`src/rtl/service_rd_xbar.sv`:
```
// rtl/service_rd_xbar.sv - read-only AR/R service crossbar with address map, RR arbitration, ordering guard and decode-error responder (optional SERVICE_RD_XBAR_PERF_EN)
module service_rd_xbar #(
    parameter int NumClusters = 4,
    parameter int NumTargets  = 2,
    parameter int AddrWidth   = 32,
    parameter int IdWidth     = 4,
    parameter int DataWidth   = 64,
    parameter int MaxTxns     = 8,
    localparam int CIW        = (NumClusters > 1) ? $clog2(NumClusters) : 1,
    localparam int MIW        = IdWidth + CIW
) (
    input  logic                            clk_i,
    input  logic                            rst_i,
    input  logic [NumTargets*AddrWidth-1:0] rule_start_i,
    input  logic [NumTargets*AddrWidth-1:0] rule_end_i,
    input  logic [NumClusters-1:0]          slv_ar_valid_i,
    output logic [NumClusters-1:0]          slv_ar_ready_o,
    input  logic [NumClusters*AddrWidth-1:0] slv_ar_addr_i,
    input  logic [NumClusters*IdWidth-1:0]  slv_ar_id_i,
    input  logic [NumClusters*8-1:0]        slv_ar_len_i,
    output logic [NumClusters-1:0]          slv_r_valid_o,
    input  logic [NumClusters-1:0]          slv_r_ready_i,
    output logic [NumClusters*DataWidth-1:0] slv_r_data_o,
    output logic [NumClusters*IdWidth-1:0]  slv_r_id_o,
    output logic [NumClusters*2-1:0]        slv_r_resp_o,
    output logic [NumClusters-1:0]          slv_r_last_o,
    output logic [NumTargets-1:0]           mst_ar_valid_o,
    input  logic [NumTargets-1:0]           mst_ar_ready_i,
    output logic [NumTargets*AddrWidth-1:0] mst_ar_addr_o,
    output logic [NumTargets*MIW-1:0]       mst_ar_id_o,
    output logic [NumTargets*8-1:0]         mst_ar_len_o,
    input  logic [NumTargets-1:0]           mst_r_valid_i,
    output logic [NumTargets-1:0]           mst_r_ready_o,
    input  logic [NumTargets*DataWidth-1:0] mst_r_data_i,
    input  logic [NumTargets*MIW-1:0]       mst_r_id_i,
    input  logic [NumTargets*2-1:0]         mst_r_resp_i,
    input  logic [NumTargets-1:0]           mst_r_last_i
`ifdef SERVICE_RD_XBAR_PERF_EN
    ,
    output logic [31:0]                     perf_decerr_o,
    output logic [31:0]                     perf_stall_o
`endif
);
    localparam int TW = $clog2(NumTargets + 1);
    localparam int CW = $clog2(MaxTxns + 1);
    localparam logic [TW-1:0] ERR_TGT = TW'(NumTargets);
    localparam logic [0:0] ST_IDLE = 1'b0;
    localparam logic [0:0] ST_RESP = 1'b1;

    logic [AddrWidth-1:0] s_addr [NumClusters];
    logic [IdWidth-1:0]   s_id   [NumClusters];
    logic [7:0]           s_len  [NumClusters];
    logic [TW-1:0]        dec_tgt   [NumClusters];
    logic [CW-1:0]        cnt_q     [NumClusters];
    logic [TW-1:0]        cur_tgt_q [NumClusters];
    logic [NumClusters-1:0] can_issue, elig, c_ar_hs, c_r_done;

    logic [CIW-1:0]       rr_q       [NumTargets+1];
    logic [CIW-1:0]       lock_idx_q [NumTargets+1];
    logic [CIW-1:0]       gnt_idx    [NumTargets+1];
    logic [NumTargets:0]  lock_q, gnt_valid, tgt_ar_ready, tgt_ar_hs;

    logic [NumTargets:0]  tr_valid, tr_ready, tr_last, route_ok;
    logic [MIW-1:0]       tr_id   [NumTargets+1];
    logic [DataWidth-1:0] tr_data [NumTargets+1];
    logic [1:0]           tr_resp [NumTargets+1];

    logic [0:0]           err_state_q;
    logic [MIW-1:0]       err_id_q;
    logic [7:0]           err_len_q, err_beat_q;

    for (genvar c = 0; c < NumClusters; c++) begin : g_unpack
        assign s_addr[c] = slv_ar_addr_i[c*AddrWidth +: AddrWidth];
        assign s_id[c]   = slv_ar_id_i[c*IdWidth +: IdWidth];
        assign s_len[c]  = slv_ar_len_i[c*8 +: 8];
    end

    // Address decode: lowest matching rule wins, empty rules never match, misses go to ERR.
    always_comb begin
        for (int c = 0; c < NumClusters; c++) begin
            dec_tgt[c] = ERR_TGT;
            for (int t = NumTargets - 1; t >= 0; t--) begin
                if (rule_start_i[t*AddrWidth +: AddrWidth] < rule_end_i[t*AddrWidth +: AddrWidth] &&
                    rule_start_i[t*AddrWidth +: AddrWidth] <= s_addr[c] &&
                    s_addr[c] < rule_end_i[t*AddrWidth +: AddrWidth])
                    dec_tgt[c] = TW'(t);
            end
        end
    end

    // Ordering guard: a cluster only issues to the target its outstanding reads already use.
    always_comb begin
        for (int c = 0; c < NumClusters; c++) begin
            can_issue[c] = (cnt_q[c] < CW'(MaxTxns)) &&
                           (cnt_q[c] == '0 || dec_tgt[c] == cur_tgt_q[c]);
            elig[c]      = slv_ar_valid_i[c] && can_issue[c];
        end
    end

    // Per-target round-robin pick; a pending grant is held until its handshake.
    always_comb begin
        int idx;
        idx = 0;
        for (int t = 0; t <= NumTargets; t++) begin
            gnt_valid[t] = 1'b0;
            gnt_idx[t]   = '0;
            if (lock_q[t]) begin
                gnt_valid[t] = 1'b1;
                gnt_idx[t]   = lock_idx_q[t];
            end else begin
                for (int i = 0; i < NumClusters; i++) begin
                    idx = (int'(rr_q[t]) + i) % NumClusters;
                    if (!gnt_valid[t] && elig[idx] && dec_tgt[idx] == TW'(t)) begin
                        gnt_valid[t] = 1'b1;
                        gnt_idx[t]   = CIW'(idx);
                    end
                end
            end
        end
    end

    assign tgt_ar_ready = {err_state_q == ST_IDLE, mst_ar_ready_i};
    assign tgt_ar_hs    = gnt_valid & tgt_ar_ready;

    // Return AR ready to whichever cluster won a target that handshakes this cycle.
    always_comb begin
        slv_ar_ready_o = '0;
        for (int t = 0; t <= NumTargets; t++) begin
            if (tgt_ar_hs[t])
                slv_ar_ready_o[gnt_idx[t]] = 1'b1;
        end
    end

    for (genvar t = 0; t < NumTargets; t++) begin : g_mst
        assign mst_ar_valid_o[t]               = gnt_valid[t];
        assign mst_ar_addr_o[t*AddrWidth +: AddrWidth] = s_addr[gnt_idx[t]];
        assign mst_ar_id_o[t*MIW +: MIW]       = {gnt_idx[t], s_id[gnt_idx[t]]};
        assign mst_ar_len_o[t*8 +: 8]          = s_len[gnt_idx[t]];
        assign tr_valid[t]                     = mst_r_valid_i[t];
        assign tr_last[t]                      = mst_r_last_i[t];
        assign tr_id[t]                        = mst_r_id_i[t*MIW +: MIW];
        assign tr_data[t]                      = mst_r_data_i[t*DataWidth +: DataWidth];
        assign tr_resp[t]                      = mst_r_resp_i[t*2 +: 2];
    end

    assign tr_valid[NumTargets] = (err_state_q == ST_RESP);
    assign tr_last[NumTargets]  = (err_beat_q == err_len_q);
    assign tr_id[NumTargets]    = err_id_q;
    assign tr_data[NumTargets]  = '0;
    assign tr_resp[NumTargets]  = 2'b11;

    // Arbiter state: grant lock while stalled, pointer advances past the granted cluster.
    always_ff @(posedge clk_i) begin
        for (int t = 0; t <= NumTargets; t++) begin
            if (rst_i) begin
                rr_q[t]       <= '0;
                lock_q[t]     <= 1'b0;
                lock_idx_q[t] <= '0;
            end else begin
                lock_q[t]     <= gnt_valid[t] && !tgt_ar_ready[t];
                lock_idx_q[t] <= gnt_idx[t];
                if (tgt_ar_hs[t])
                    rr_q[t] <= (gnt_idx[t] == CIW'(NumClusters - 1)) ? '0 : gnt_idx[t] + 1'b1;
            end
        end
    end

    // R ready back to a source only when the ID names a cluster that expects it from that source.
    always_comb begin
        for (int t = 0; t <= NumTargets; t++) begin
            route_ok[t] = 1'b0;
            tr_ready[t] = 1'b0;
            for (int c = 0; c < NumClusters; c++) begin
                if (tr_id[t][MIW-1 -: CIW] == CIW'(c) && cnt_q[c] != '0 && cur_tgt_q[c] == TW'(t)) begin
                    route_ok[t] = 1'b1;
                    tr_ready[t] = slv_r_ready_i[c];
                end
            end
        end
    end

    assign mst_r_ready_o = tr_ready[NumTargets-1:0];

    // Each cluster takes R only from its current target; the cluster ID field is stripped.
    always_comb begin
        slv_r_valid_o = '0;
        slv_r_data_o  = '0;
        slv_r_id_o    = '0;
        slv_r_resp_o  = '0;
        slv_r_last_o  = '0;
        for (int c = 0; c < NumClusters; c++) begin
            for (int t = 0; t <= NumTargets; t++) begin
                if (cnt_q[c] != '0 && cur_tgt_q[c] == TW'(t) && tr_valid[t] &&
                    tr_id[t][MIW-1 -: CIW] == CIW'(c)) begin
                    slv_r_valid_o[c]                       = 1'b1;
                    slv_r_data_o[c*DataWidth +: DataWidth] = tr_data[t];
                    slv_r_id_o[c*IdWidth +: IdWidth]       = tr_id[t][IdWidth-1:0];
                    slv_r_resp_o[c*2 +: 2]                 = tr_resp[t];
                    slv_r_last_o[c]                        = tr_last[t];
                end
            end
        end
    end

    assign c_ar_hs  = slv_ar_valid_i & slv_ar_ready_o;
    assign c_r_done = slv_r_valid_o & slv_r_ready_i & slv_r_last_o;

    // Outstanding-read counters and the target those reads are bound to.
    always_ff @(posedge clk_i) begin
        for (int c = 0; c < NumClusters; c++) begin
            if (rst_i) begin
                cnt_q[c]     <= '0;
                cur_tgt_q[c] <= '0;
            end else begin
                if (c_ar_hs[c] && !c_r_done[c])
                    cnt_q[c] <= cnt_q[c] + 1'b1;
                else if (!c_ar_hs[c] && c_r_done[c])
                    cnt_q[c] <= cnt_q[c] - 1'b1;
                if (c_ar_hs[c] && cnt_q[c] == '0)
                    cur_tgt_q[c] <= dec_tgt[c];
            end
        end
    end

    // Decode-error responder: accept one AR, then stream len+1 zero DECERR beats.
    always_ff @(posedge clk_i) begin
        if (rst_i) begin
            err_state_q <= ST_IDLE;
            err_id_q    <= '0;
            err_len_q   <= '0;
            err_beat_q  <= '0;
        end else if (err_state_q == ST_IDLE) begin
            if (tgt_ar_hs[NumTargets]) begin
                err_id_q    <= {gnt_idx[NumTargets], s_id[gnt_idx[NumTargets]]};
                err_len_q   <= s_len[gnt_idx[NumTargets]];
                err_beat_q  <= '0;
                err_state_q <= ST_RESP;
            end
        end else if (tr_ready[NumTargets]) begin
            if (err_beat_q == err_len_q)
                err_state_q <= ST_IDLE;
            else
                err_beat_q <= err_beat_q + 1'b1;
        end
    end

    // A target returning R that no cluster is waiting for is a protocol violation.
    always_ff @(posedge clk_i) begin
        for (int t = 0; t < NumTargets; t++) begin
            if (!rst_i && mst_r_valid_i[t])
                assert (route_ok[t]);
        end
    end

`ifdef SERVICE_RD_XBAR_PERF_EN
    logic [NumClusters-1:0] stall;
    assign stall = slv_ar_valid_i & ~can_issue;

    // Saturating event counters: ERR AR handshakes and guard-stall cycles.
    always_ff @(posedge clk_i) begin
        if (rst_i) begin
            perf_decerr_o <= '0;
            perf_stall_o  <= '0;
        end else begin
            if (tgt_ar_hs[NumTargets] && perf_decerr_o != 32'hFFFF_FFFF)
                perf_decerr_o <= perf_decerr_o + 1'b1;
            if (|stall && perf_stall_o != 32'hFFFF_FFFF)
                perf_stall_o <= perf_stall_o + 1'b1;
        end
    end
`endif

endmodule

```
`config.mk`:
```
export PLATFORM = sky130hd
export DESIGN_NAME = service_rd_xbar
export DESIGN_NICKNAME = d
export VERILOG_FILES = /design/src/rtl/service_rd_xbar.sv
export SDC_FILE = /design/constraint.sdc
export NUM_CORES = 2
export LEC_CHECK = 0
export CAP_MARGIN = 20
export CORE_AREA = 3 3 332 334
export CTS_BUF_LIST = sky130_fd_sc_hd__clkbuf_2 sky130_fd_sc_hd__clkbuf_4 sky130_fd_sc_hd__clkbuf_8
export CTS_CLUSTER_DIAMETER = 150
export DETAILED_ROUTE_END_ITERATION = 6
export DIE_AREA = 0 0 335 337
export GPL_TIMING_DRIVEN = 0
export HOLD_SLACK_MARGIN = 0.08
export SETUP_SLACK_MARGIN = 0.5
export SLEW_MARGIN = 30
export SYNTH_ARGS = -nofsm -noshare
export SYNTH_HDL_FRONTEND = slang
export SYNTH_SLANG_ARGS = --single-unit
```
`constraint.sdc`:
```
create_clock -name clk_i -period 7.6 [get_ports clk_i]
set_input_delay 1.52 -clock clk_i [delete_from_list [all_inputs] [get_ports clk_i]]
set_output_delay 1.52 -clock clk_i [all_outputs]
set_load 0.05 [all_outputs]
```
==> impl_results.rst <==
.. list-table::
   :header-rows: 1

   * - Metric
     - Value
   * - Initial antenna violation count
     - 25
   * - Minimum clock period
     - 7.664 ns
   * - Wire length of the first global-routing pass
     - 226,600 µm
   * - Number of optimization iterations in the first detailed-route pass
     - 7
   * - Warning count from the yosys run
     - 0
   * - Root buf cell
     - clkbuf_8
   * - Relative max-transition margin
     - 29.40%
   * - Total number of nets in the final design
     - 5,118
   * - Element type at the critical path end
     - primary output
   * - Number of clock sinks
     - 62
   * - Half-perimeter wire length of the detailed placement result
     - 138,200 µm
   * - Worst-margin pin slew
     - 1.051 ns
   * - Outcome
     - finished, violations left
   * - Share of the synthesized area in the top cell type
     - 31.43%
   * - Mean cell area of the mapped netlist
     - 7.875 µm²
   * - Ys async rst share
     - 0%
   * - Routed wire length
     - 170,500 µm
   * - Nets in the synthesized netlist
     - 4,019
   * - Pin count of the biggest net entering global routing
     - 13
   * - Synth Register Bits
     - 62
   * - Depth of the CTS H-tree
     - 3
   * - Worst voltage drop across the vdd grid
     - 0.08657 mV
   * - Global-route congestion overflow total
     - 0
   * - DRC errors left
     - 0
   * - Filler Cells Inserted
     - 10.99k
   * - Sequential element share of the synthesized area
     - 6.597%
   * - Via Count
     - 30.98k
   * - Dominant cells by area after synthesis
     - ha_1, a22o_1, mux2i_1
   * - Fin. Hold Viols
     - 0
   * - Post-route worst hold slack
     - 0.4928 ns
   * - PwrDens
     - 110.0 nW/µm²
   * - Final antenna-violating net count
     - 0
   * - Number of buffers added on ports
     - 851
   * - Most common library cell in the layout ignoring fill and taps
     - ha_1
   * - Via density
     - 5.641
   * - Die span in y
     - 337 µm
   * - Worst endpoint required time
     - 6.08 ns
   * - Total setup violations reported at the end of the flow
     - 8
   * - Area of the placeable core
     - 107,200 µm²
   * - DR iter-0 viols
     - 2,954
   * - Critical path startpoint category
     - input port
   * - Leading cell types in the layout, fill and taps excluded
     - ha_1, clkdlybuf4s50_1, a22o_1
   * - WS Path Type
     - in -> out
   * - I/O pins
     - 852
   * - Violated checks
     - setup timing
   * - Count of distinct cell types in the synthesized netlist
     - 103
   * - Placer Congestion
     - 0.9751
   * - Number of synthesized flops with an enable pin
     - 30
   * - Final worst-path setup slack
     - -0.06356 ns
   * - Layout cells sized above 1
     - 25.47%
   * - Cell Rows
     - 120
   * - DR WL/cell
     - 31.06 µm
   * - Final count of pins violating max slew
     - 0
   * - Total clock buffers created by CTS
     - 9
   * - Post-Place Cell Area
     - 33,780 µm²
   * - Clock network latency to the later pin of the worst-skew pair
     - 0.37 ns
   * - Clock tree skew after final layout
     - 0.01386 ns
   * - Leakage power
     - 17.23 nW
   * - GRT Util Overall
     - 28.04%
   * - CTS tree
     - yes
   * - Endpoint arrival time on the critical path
     - 6.14 ns
   * - Number of global-route vias before repair
     - 29.14k
   * - Starting utilization of the core area
     - 21.80%
   * - Max cap viols
     - 0
   * - Clock-pin transition on the worst setup and hold timing paths
     - 0.07 ns
   * - Die extent in x
     - 335 µm
   * - Cells after synthesis
     - 2,967
   * - Setup repair after global routing missed its margin
     - yes
   * - Most instantiated flip-flop cell in the synthesis netlist
     - dfxtp_1
   * - Post-place setup slack
     - -3.018 ns
   * - Die Area
     - 112,900 µm²
   * - Clk buf depth
     - 2
   * - Leading area contributor after synthesis
     - ha_1
   * - Class of the worst hold path
     - reg -> reg
   * - Core Util, Final
     - 36.75%
   * - Post-route cell area
     - 39,400 µm²
   * - Peak clock frequency supported by timing
     - 130.5 MHz
   * - Critical-path maximum fanout
     - 6
   * - Part of the cycle the worst path needs
     - 100.8%
   * - Synthesized cell area
     - 23,370 µm²
   * - Area Overhead vs Synth
     - 68.63%
-- layer usage --
metal	routed length (µm)	track usage [%]	part of all wire, %
met5	80	0	0.047
met4	11700	15.42	6.9
met3	17290	7.196	10
met2	76570	45.55	45
met1	64890	33.77	38
-- through the flow --
step / cells / TNS, ns / total power, mW
after floorplan: 2967 / 0 / 2.072
after global placement: 5221 / -372.56 / 3.324
after global routing: 5486 / -1.411 / 4.555
final: 5491 / -0.2892 / 4.333
after CTS: 5394 / -0.5554 / 4.018
after detailed placement: 5231 / -277.83 / 3.361
-- registers in the layout, summed over array words and instances, names as in the netlist --
register,count
cnt_q,16
cur_tgt_q,8
err_beat_q,8
err_len_q,8
err_id_q,6
lock_idx_q,6
rr_q,6
lock_q,3
err_state_q,1
-- layout make-up --
class                      instances  area (µm²)  area share (%)
tap                             1403        1755           4.455
multi-input combinational       2530       23380           59.35
inverter                         248        1030           2.613
sequential                        62        1541           3.912
clock inverter                     7       48.80          0.1238
clock buffer                       9       123.9          0.3144
antenna                           17       42.54          0.1080
timing repair buffer            1088       10320           26.19
buffer                           127        1156           2.934
-- path summary, 6_finish.rpt --
| check | from | endpoint | slack [ns] | cells past startpoint |
|---|---|---|---|---|
| worst max-delay path | rule_end_i[12] | slv_ar_ready_o[0] | -0.06 | 20 |
| worst min register to register | err_len_q[5] | err_len_q[5] | 0.49 | 1 |
| worst max register to register | cnt_q[2][1] | cnt_q[2][3] | 2.64 | 20 |
| worst min-delay path | err_len_q[5] | err_len_q[5] | 0.49 | 1 |
-- kinds of logic (layout without fill, tap and decap cells) --
| family | after synthesis | in the layout | synth area share (%) |
|---|---|---|---|
| other | 0 | 17 | 0 |
| XOR/XNOR | 21 | 21 | 0.7872 |
| AND/OR/NAND/NOR | 772 | 772 | 17.04 |
| AO/OA/AOI/OAI | 956 | 956 | 29.49 |
| flip-flops | 62 | 62 | 6.597 |
| buffers and inverters | 375 | 1479 | 6.260 |
| multiplexers | 193 | 193 | 8.300 |
| adder cells (fa/ha/maj) | 588 | 588 | 31.52 |
-- timing repair --
action | 4_1_cts | 5_1_grt
pin swaps | 104 | 114
setup endpoints to repair | 149 | 101
hold buffers | 0 | 0
resized for setup | 1849 | 499
setup buffers | 143 | 77
gates cloned | 4 | 3
-- cell usage after synthesis (5+ instances only) --
cell / n
a221oi_1: 19
nor2_1: 130
or3_1: 13
and2_1: 22
nor2b_1: 32
a22oi_1: 8
or4_1: 9
nand2_1: 256
nand2b_1: 32
mux2i_1: 190
o311a_1: 5
a221o_1: 17
a31oi_1: 22
and3_1: 15
buf_2: 23
ha_1: 587
nor3b_1: 8
a211oi_1: 28
or2_2: 7
o21a_1: 12
nand4_1: 89
a21o_1: 51
a22o_1: 256
a211o_1: 7
o21ai_0: 131
inv_1: 245
xnor2_1: 9
edfxtp_1: 30
o31ai_1: 7
nor4_1: 30
xor2_1: 12
nand3_1: 49
o22ai_1: 7
dfxtp_1: 32
a2111oi_0: 8
o211ai_1: 22
a222oi_1: 16
buf_4: 5
and4_1: 31
a21oi_1: 263
clkbuf_1: 94
nor3_1: 22
a32o_1: 13
a21boi_0: 5
-- power by group --
| part | internal (mW) | switching, mW | total (mW) |
|---|---|---|---|
| Clock | 0.119 | 0.159 | 0.278 |
| Combinational | 1.40 | 2.14 | 3.53 |
| Sequential | 0.423 | 0.0995 | 0.522 |
-- critical path, stage by stage --
cell,delay [ns]
dlygate4sd2_1,0.20
inv_2,0.07
ha_4,0.26
and4_4,0.25
nand2_4,0.06
o211ai_1,0.73
a31oi_4,0.30
o2111ai_4,0.19
buf_6,0.14
nand4_1,0.21
buf_4,0.22
o21a_1,0.19
o41ai_4,0.29
buf_6,0.19
clkinvlp_4,0.13
clkbuf_16,0.18
ha_1,0.19
nor3b_2,0.18
or3_4,0.44
buf_12,0.16
No activity file was read; power rests on OpenSTA's default activity.
